`src/rtl/run_ctrl_pkg.sv`:
```
// Shared types and default parameters for the run controller and its bench.
package run_ctrl_pkg;

    localparam int DEF_CW      = 16;
    localparam int DEF_RST_CYC = 2;
    localparam int DEF_TIMEOUT = 4096;

    typedef enum logic [2:0] {
        IDLE,
        HOLD,
        RUN,
        FINISH,
        FAULT
    } run_state_t;

    // States in which the core sits in reset waiting for a host start.
    function automatic logic is_parked(input run_state_t s);
        return (s == IDLE) || (s == FINISH) || (s == FAULT);
    endfunction

endpackage

```
`src/rtl/sat_counter.sv`:
```
// Up-counter with synchronous clear and enable that sticks at all-ones.
module sat_counter #(
    parameter int W = 16
) (
    input  logic         clk,
    input  logic         rst_n,
    input  logic         clr,
    input  logic         en,
    output logic [W-1:0] count
);

    logic [W-1:0] count_q;
    logic [W-1:0] count_d;

    always_comb begin
        count_d = count_q;
        if (clr) begin
            count_d = '0;
        end else if (en && (count_q != '1)) begin
            count_d = count_q + W'(1);
        end
    end

    // NOTE: sequential state is updated with <= so every flop samples pre-edge values.
    always_ff @(posedge clk or negedge rst_n) begin
        if (!rst_n) begin
            count_q <= '0;
        end else begin
            count_q <= count_d;
        end
    end

    assign count = count_q;

endmodule

```
`src/rtl/run_ctrl.sv`:
```
// Sequences one core execution per host start: hold core in reset, release,
// pulse req, wait for done or timeout, and count RUN cycles.
module run_ctrl
    import run_ctrl_pkg::*;
#(
    parameter int CW      = DEF_CW,
    parameter int RST_CYC = DEF_RST_CYC,
    parameter int TIMEOUT = DEF_TIMEOUT
) (
    input  logic          clk,
    input  logic          reset,
    input  logic          start,
    input  logic          abort,
    input  logic          core_done,
    output logic          core_reset,
    output logic          core_req,
    output logic          busy,
    output logic          finished,
    output logic          timed_out,
    output logic [CW-1:0] cycles
);

    localparam int             HW        = $clog2(RST_CYC + 1);
    localparam logic [HW-1:0]  HOLD_LOAD = HW'(RST_CYC);
    localparam logic [CW-1:0]  TO_LAST   = CW'(TIMEOUT - 1);
    localparam bit             TO_EN     = (TIMEOUT != 0);

    run_state_t    state_q, state_d;
    logic [HW-1:0] hold_q, hold_d;
    logic          core_reset_q, core_reset_d;
    logic          core_req_q, core_req_d;
    logic          busy_q, busy_d;
    logic          finished_q, finished_d;
    logic          timed_out_q, timed_out_d;
    logic          cyc_clr;
    logic          cyc_en;

    sat_counter #(
        .W(CW)
    ) u_cycles (
        .clk  (clk),
        .rst_n(reset),
        .clr  (cyc_clr),
        .en   (cyc_en),
        .count(cycles)
    );

    // NOTE: every signal driven here gets a default first, so no latches are inferred.
    always_comb begin
        state_d     = state_q;
        hold_d      = hold_q;
        finished_d  = finished_q;
        timed_out_d = timed_out_q;
        cyc_clr     = 1'b0;
        cyc_en      = 1'b0;

        unique case (state_q)
            IDLE, FINISH, FAULT: begin
                if (start && !abort) begin
                    state_d     = HOLD;
                    hold_d      = HOLD_LOAD;
                    cyc_clr     = 1'b1;
                    finished_d  = 1'b0;
                    timed_out_d = 1'b0;
                end
            end
            HOLD: begin
                if (abort) begin
                    state_d = IDLE;
                end else begin
                    hold_d = hold_q - HW'(1);
                    if (hold_q == HW'(1)) begin
                        state_d = RUN;
                    end
                end
            end
            RUN: begin
                if (abort) begin
                    state_d = IDLE;
                end else if (core_done) begin
                    state_d    = FINISH;
                    finished_d = 1'b1;
                end else begin
                    cyc_en = 1'b1;
                    // The counter steps to TIMEOUT on this same edge.
                    if (TO_EN && (cycles == TO_LAST)) begin
                        state_d     = FAULT;
                        timed_out_d = 1'b1;
                    end
                end
            end
            default: begin
                state_d = IDLE;
            end
        endcase

        core_reset_d = (state_d != RUN);
        core_req_d   = (state_d == RUN) && (state_q != RUN);
        busy_d       = !is_parked(state_d);
    end

    always_ff @(posedge clk or negedge reset) begin
        if (!reset) begin
            state_q      <= IDLE;
            hold_q       <= '0;
            core_reset_q <= 1'b1;
            core_req_q   <= 1'b0;
            busy_q       <= 1'b0;
            finished_q   <= 1'b0;
            timed_out_q  <= 1'b0;
        end else begin
            state_q      <= state_d;
            hold_q       <= hold_d;
            core_reset_q <= core_reset_d;
            core_req_q   <= core_req_d;
            busy_q       <= busy_d;
            finished_q   <= finished_d;
            timed_out_q  <= timed_out_d;
        end
    end

    assign core_reset = core_reset_q;
    assign core_req   = core_req_q;
    assign busy       = busy_q;
    assign finished   = finished_q;
    assign timed_out  = timed_out_q;

endmodule

```
`config.mk`:
```
export PLATFORM = sky130hd
export DESIGN_NAME = run_ctrl
export DESIGN_NICKNAME = d
export VERILOG_FILES = /design/src/rtl/run_ctrl_pkg.sv /design/src/rtl/sat_counter.sv /design/src/rtl/run_ctrl.sv
export SDC_FILE = /design/constraint.sdc
export NUM_CORES = 1
export LEC_CHECK = 0
export BUFFER_PORTS_ARGS = -buffer_cell sky130_fd_sc_hd__buf_2
export CAP_MARGIN = 20
export CORE_ASPECT_RATIO = 0.6
export CORE_MARGIN = 4
export CORE_UTILIZATION = 49
export DETAILED_ROUTE_END_ITERATION = 6
export PLACE_DENSITY = 0.73
export SLEW_MARGIN = 20
export SYNTH_ARGS = -nofsm -noshare
export SYNTH_HDL_FRONTEND = slang
export SYNTH_SLANG_ARGS = --single-unit
```
`constraint.sdc`:
```
create_clock -name clk -period 2.35 [get_ports clk]
set_input_delay 0.47 -clock clk [delete_from_list [all_inputs] [get_ports clk]]
set_output_delay 0.47 -clock clk [all_outputs]
set_load 0.05 [all_outputs]
```
# == Word-level counts from Yosys, hierarchy flattened ==
# Cells that the tools add are included.
# classes
addsub,2
n_eq_ne,18
mux,25
n_reduce_logical,16
# op_table
cell,n
$mux 16,2
$mux 3,6
$add 16x1->16 const B,1
$eq 16x12->1 const B,1
$ne 16x16->1 const B,1
$eq 3x2->1 const B,4
$ne 2x2->1 const B,6
$mux 1,11
$pmux 3 s3,1
$eq 3x3->1 const B,2
$logic_not 3->1,2
$ne 3x2->1 const B,2
$reduce_bool 2->1,3
$reduce_and 5->1,1
$mux 2,2
$pmux 1 s2,2
$pmux 2 s2,1
$reduce_and 4->1,1
$eq 3x1->1 const B,1
$logic_and 1x1->1,3
$reduce_and 3->1,1
$reduce_or 3->1,1
$eq 2x1->1 const B,1
$logic_not 1->1,2
other kinds (2),3
# word_totals
reg_bits,26
in_bits,5
out_inout_bits,21
wordCells,69

# == Depth between registers and ports, before layout ==
# logic_depth
depth_word,9
mapped_depth,6
ltp_nobuf,6

# == Cells and area by module ==
# From an unflattened synthesis, not the netlist that was laid out.
# unflattened
cells_unflattened,150
hier_area_um2,1466.4
# modules_own_cells
module,n_inst,cells_per_inst,area_per_inst_um2,seq_area_each_um2
sat_counter,1,98,942.2,400.4
run_ctrl,1,52,524.3,251.5

# == Worst setup path before layout ==
# No wires, ideal clock.
# synth_path
path_kind,flip-flop to flip-flop
from,register u_cycles.count_q[0] (netlist: u_cycles.count[0])
to,register u_cycles.count_q[10] (netlist: u_cycles.count[10])
setup_ns,0.078
arrival_time_ns,2.348
t_required_ns,2.272
slack_ns,-0.076
stages_incl_launch_ff,7
n_path_buf,1
period_less_slack_ns,2.426
path_cell_list,dfrtp_1 ha_1 nand4_1 or4_1 clkbuf_2 or4_1 a21oi_1
# synth_via
elab_chain_len,3
elab_cells_between_ends,6
cone_classes,add/sub (1); eq/ne (1); mux (2); reduce/logical (2)
# synth_rtl
element,line,rtl
start: declaration,sat_counter.sv:12,logic [W-1:0] count_q;
start signal: assignment,sat_counter.sv:29,count_q <= count_d;
$add 16x1->16 / $ne 16x16->1 (equally long branches),"sat_counter.sv:20, sat_counter.sv:19",
$mux 16 / $logic_and 1x1->1 (equally long branches),sat_counter.sv:19,end else if (en && (count_q != '1)) begin
$mux 16 / $reduce_bool 2->1 (equally long branches),n/a,
# Several ways; a longest one is shown, not always the timed one. The select of a mux whose other input is x is not followed.
# A chain may end at the register's enable or synchronous reset.

# == Worst setup path in the final report ==
# layout_path
from,register state_q[2]
to,register u_cycles.count_q[14] (netlist: u_cycles.count[14])
# layout_via
elab_chain_len,4
elab_cells_between_ends,10
cone_classes,eq/ne (3); mux (3); reduce/logical (4)
# layout_rtl
element,line,rtl
start: declaration,run_ctrl.sv:28,"run_state_t state_q, state_d;"
start signal: assignment,run_ctrl.sv:112,state_q <= state_d;
$eq 3x2->1 (tied with other cells),run_ctrl.sv:57,unique case (state_q)
$reduce_or 3->1 / $mux 1 (equally long branches),run_ctrl.sv:57,
$mux 1 / $logic_and 1x1->1 (equally long branches),"run_ctrl.sv:57, sat_counter.sv:19",
$mux 16 / $reduce_bool 2->1 (equally long branches),n/a,
# Several ways; a longest one is shown, not always the timed one.

==> results.sh <==
export IMPL_die_area_um2=3880
export IMPL_fp_dieW_um=77.8
export IMPL_port_buffer_count=25
export IMPL_hold_violations=0
export IMPL_postSynthRegisterBits=26
export IMPL_global_route_usage_over_all_layers_pct=19.3
export IMPL_critical_path_cell_chain="or4b_4, or4_1, or4_1, a21oi_1"
export IMPL_placed_cells=223
export IMPL_final_period_utilization_pct=97.7
export IMPL_timing_clock_skew_ns=0.00274
export IMPL_timing_critical_path_slowest_stage_cell="sky130_fd_sc_hd__or4_1"
export IMPL_avgRoutedWirePerCell_um=15.9
export IMPL_area_growth_synth_to_finish_pct=22.5
export IMPL_worstSetupEndpointType="flop"
export IMPL_mostFrequentLayoutCells="25 x sky130_fd_sc_hd__buf_2, 23 x sky130_fd_sc_hd__dfrtp_1, 14 x sky130_fd_sc_hd__or4_1, 14 x sky130_fd_sc_hd__a21oi_1, 13 x sky130_fd_sc_hd__buf_4"
export IMPL_post_place_ws_ns=-0.0822
export IMPL_max_stage_delay_ns=0.60
export IMPL_postCtsResizedCells=0
export IMPL_dpl_hpwl_um=2690
export IMPL_slew_headroom_pct=49.4
export IMPL_final_layout_net_count=195
export IMPL_cts_root_buffer="sky130_fd_sc_hd__clkbuf_8"
export IMPL_first_iter_violations=112
export IMPL_setup_slack_ns=0.0545
export IMPL_placeableCoreArea_um2=2650
export IMPL_first_global_vias=1222
export IMPL_syn_mean_instance_area_um2=9.48
export IMPL_finalSetupViolCount=0
export IMPL_synth_largest_area_cell="sky130_fd_sc_hd__dfrtp_1"
export IMPL_hold_path_class="input pin to asynchronous set/reset pin"
export IMPL_cp_common_cell="sky130_fd_sc_hd__or4_1"
export IMPL_finalCriticalPeriod_ns=2.30
export IMPL_synth_top_cells_by_area="sky130_fd_sc_hd__dfrtp_1 44%, sky130_fd_sc_hd__or4_1 7.3%, sky130_fd_sc_hd__a21oi_1 4.9%"
export IMPL_drive_gt1_share_pct=27.3
export IMPL_tritoncts_num_buffers=3
export IMPL_post_synth_num_cell_types=39
export IMPL_fmaxAchievable_mhz=436
export IMPL_postCtsSetupBuffers=0
export IMPL_io_pins=26
export IMPL_clock_buffer_depth=2
export IMPL_worst_ep_required_ns=2.54
export IMPL_route_final_wire_length_um=3610
export IMPL_postRouteAntennaNets=0
export IMPL_globalRouteOverflowTotal=0
export IMPL_initial_utilization_pct=54.1
export IMPL_initial_antenna_violation_count=0
export IMPL_route_vias_total=1331
export IMPL_layout_core_utilization_pct=66.3
export IMPL_die_h_um=49.9
export IMPL_vdd_ir_drop_worst_uv=576
export IMPL_core_rowCount=14
export IMPL_power_per_cell_area_nw_per_um2=789
export IMPL_max_cap_viol_count=0
export IMPL_status="complete, no violations"
export IMPL_synth_largest_type_area_fraction_pct=43.7
export IMPL_report_power_total_w=0.00138
export IMPL_multi_input_comb_area_um2=747
export IMPL_synth_yosys_warnings=0
export IMPL_clock_pin_slew_reported_for_the_worst_setup_and_hold_paths_after_clock_tree_synthesis_ns=0.09
export IMPL_finalNonFillerCells=227
export IMPL_grt_pass1_wl_um=5920
export IMPL_clk_insertion_delay_late_ns=0.27
export IMPL_cts_hold_fix_buffers=0
export IMPL_worst_r2r_path_depth=4
export IMPL_leakagePower_nw=0.801
export IMPL_fin_hold_ws_ns=0.188
export IMPL_synthesis_instances=151
export IMPL_postSynthNetCount=158
export IMPL_nFillCells=222
export IMPL_layout_cells_most_common="sky130_fd_sc_hd__buf_2"
export IMPL_clock_sink_count=26
export IMPL_arrival_worst_endpoint_ns=2.49
export IMPL_grt_setup_unrepaired="false"
export IMPL_synth_seq_area_share_pct=45.5
export IMPL_ff_latch_area_um2=654
export IMPL_ctsHtreeMaxLevel=1
export IMPL_gp_congestion=0.832
export IMPL_maximum_number_of_pins_on_one_net_before_global_route_repair=27
export IMPL_critPathLaunchType="flop"
export IMPL_critical_path_class="flop to flop"
export IMPL_detailedRoute_firstPassIterationCount=4
export IMPL_synth_cell_area_um2=1430
export IMPL_remaining_drc_errors=0
export IMPL_cts_tree="done"
export IMPL_n_antenna_cell=0
export IMPL_timing_critical_path_fanout_max=5
export IMPL_via_per_inst=5.86
export IMPL_final_max_slew_violation_count=0
export IMPL_timing_worst_slew_pin_value_ns=0.749
## where the power goes
part	switching [W]	leakage, nW	internal [W]	total [W]
clock	0.000135	0.0357	0.000228	0.000362
combinational	0.000308	0.416	0.000153	0.000462
sequential	0.0000426	0.349	0.000516	0.000558
## metal layers
| layer | wire, um | global-route usage [%] | vias up |
|---|---|---|---|
| li1 | - | - | 652 |
| met1 | 1730 | 29.5 | 627 |
| met2 | 1580 | 27.6 | 48 |
| met3 | 273 | 4.73 | 4 |
| met4 | 19 | 3.25 | 0 |
| met5 | 0 | 0 | - |
## worst paths after layout
path,start,to,slack (ns)
hold reg to reg,timed_out,timed_out,0.49
max in group asynchronous,reset,u_cycles.count[0],1.75
setup / recovery,state_q[2],u_cycles.count[14],0.05
min in group clk,timed_out,timed_out,0.49
hold / removal,reset,u_cycles.count[9],0.19
setup reg to reg,state_q[2],u_cycles.count[14],0.05
## worst max-delay path, delay by kind of cell (launching register included)
family             cells  cell delay, ns
and+or+nand+nor        3            1.66
DFF                    1            0.39
AOI/OAI and AO/OA      1            0.17
## cells in the mapped netlist
master,n
sky130_fd_sc_hd__nor4_1,3
sky130_fd_sc_hd__clkbuf_2,1
sky130_fd_sc_hd__o311ai_0,1
sky130_fd_sc_hd__o21a_1,1
sky130_fd_sc_hd__nor3_1,1
sky130_fd_sc_hd__nor2_1,8
sky130_fd_sc_hd__a211oi_1,1
sky130_fd_sc_hd__a21oi_1,14
sky130_fd_sc_hd__nand4_1,3
sky130_fd_sc_hd__nand2_1,11
sky130_fd_sc_hd__ha_1,2
sky130_fd_sc_hd__nand4b_1,1
sky130_fd_sc_hd__nor2b_1,2
sky130_fd_sc_hd__dfrtp_1,25
sky130_fd_sc_hd__nand2b_1,7
sky130_fd_sc_hd__a22oi_1,1
sky130_fd_sc_hd__xor2_1,1
sky130_fd_sc_hd__or4b_2,1
sky130_fd_sc_hd__o31ai_1,8
sky130_fd_sc_hd__o221ai_1,1
sky130_fd_sc_hd__o21ai_0,9
sky130_fd_sc_hd__and2_1,1
sky130_fd_sc_hd__o21bai_1,1
sky130_fd_sc_hd__nor4b_1,1
sky130_fd_sc_hd__or3_1,3
sky130_fd_sc_hd__clkbuf_1,4
sky130_fd_sc_hd__mux2i_1,4
sky130_fd_sc_hd__buf_6,1
sky130_fd_sc_hd__or4_1,14
sky130_fd_sc_hd__nand3_1,9
sky130_fd_sc_hd__and3_1,2
sky130_fd_sc_hd__and4_1,1
sky130_fd_sc_hd__dfstp_2,1
sky130_fd_sc_hd__mux2_2,1
sky130_fd_sc_hd__o21ba_2,1
sky130_fd_sc_hd__or2_2,1
sky130_fd_sc_hd__or4b_4,1
sky130_fd_sc_hd__inv_1,2
sky130_fd_sc_hd__and3b_1,1
## area by class of cell
class	count	area share [%]
inverter	2	0.428
sequential	26	37.3
clock buffer	3	2.36
multi-input combinational	117	42.6
clock inverter	1	1.71
tap	40	2.86
timing repair buffer	38	12.7
## cell families (layout without fill, tap and decap cells)
family / after synthesis / after routing / share of synthesized area [%]
AOI/OAI and AO/OA: 38 / 38 / 16.3
and+or+nand+nor: 71 / 71 / 29.5
xor gates and xnor gates: 1 / 1 / 0.612
adders and majority gates: 2 / 2 / 1.75
buffers and inverters: 8 / 44 / 2.71
muxes: 5 / 5 / 3.58
DFF: 26 / 26 / 45.5
## flip-flops by register name, summed over array words and instances (netlist names)
signal and count:
u_cycles.count 16, state_q 3, hold_q 2, busy 1
core_req 1, core_reset 1, finished 1, timed_out 1
## per-stage QoR
step	TNS [ns]	cell area, um2
global route	0	1750
global placement	0	1680
CTS	0	1750
floorplan	0	1430
finish	0	1750
detailed placement	-0.172	1680
Note: power is estimated with default switching activity, not from simulation.
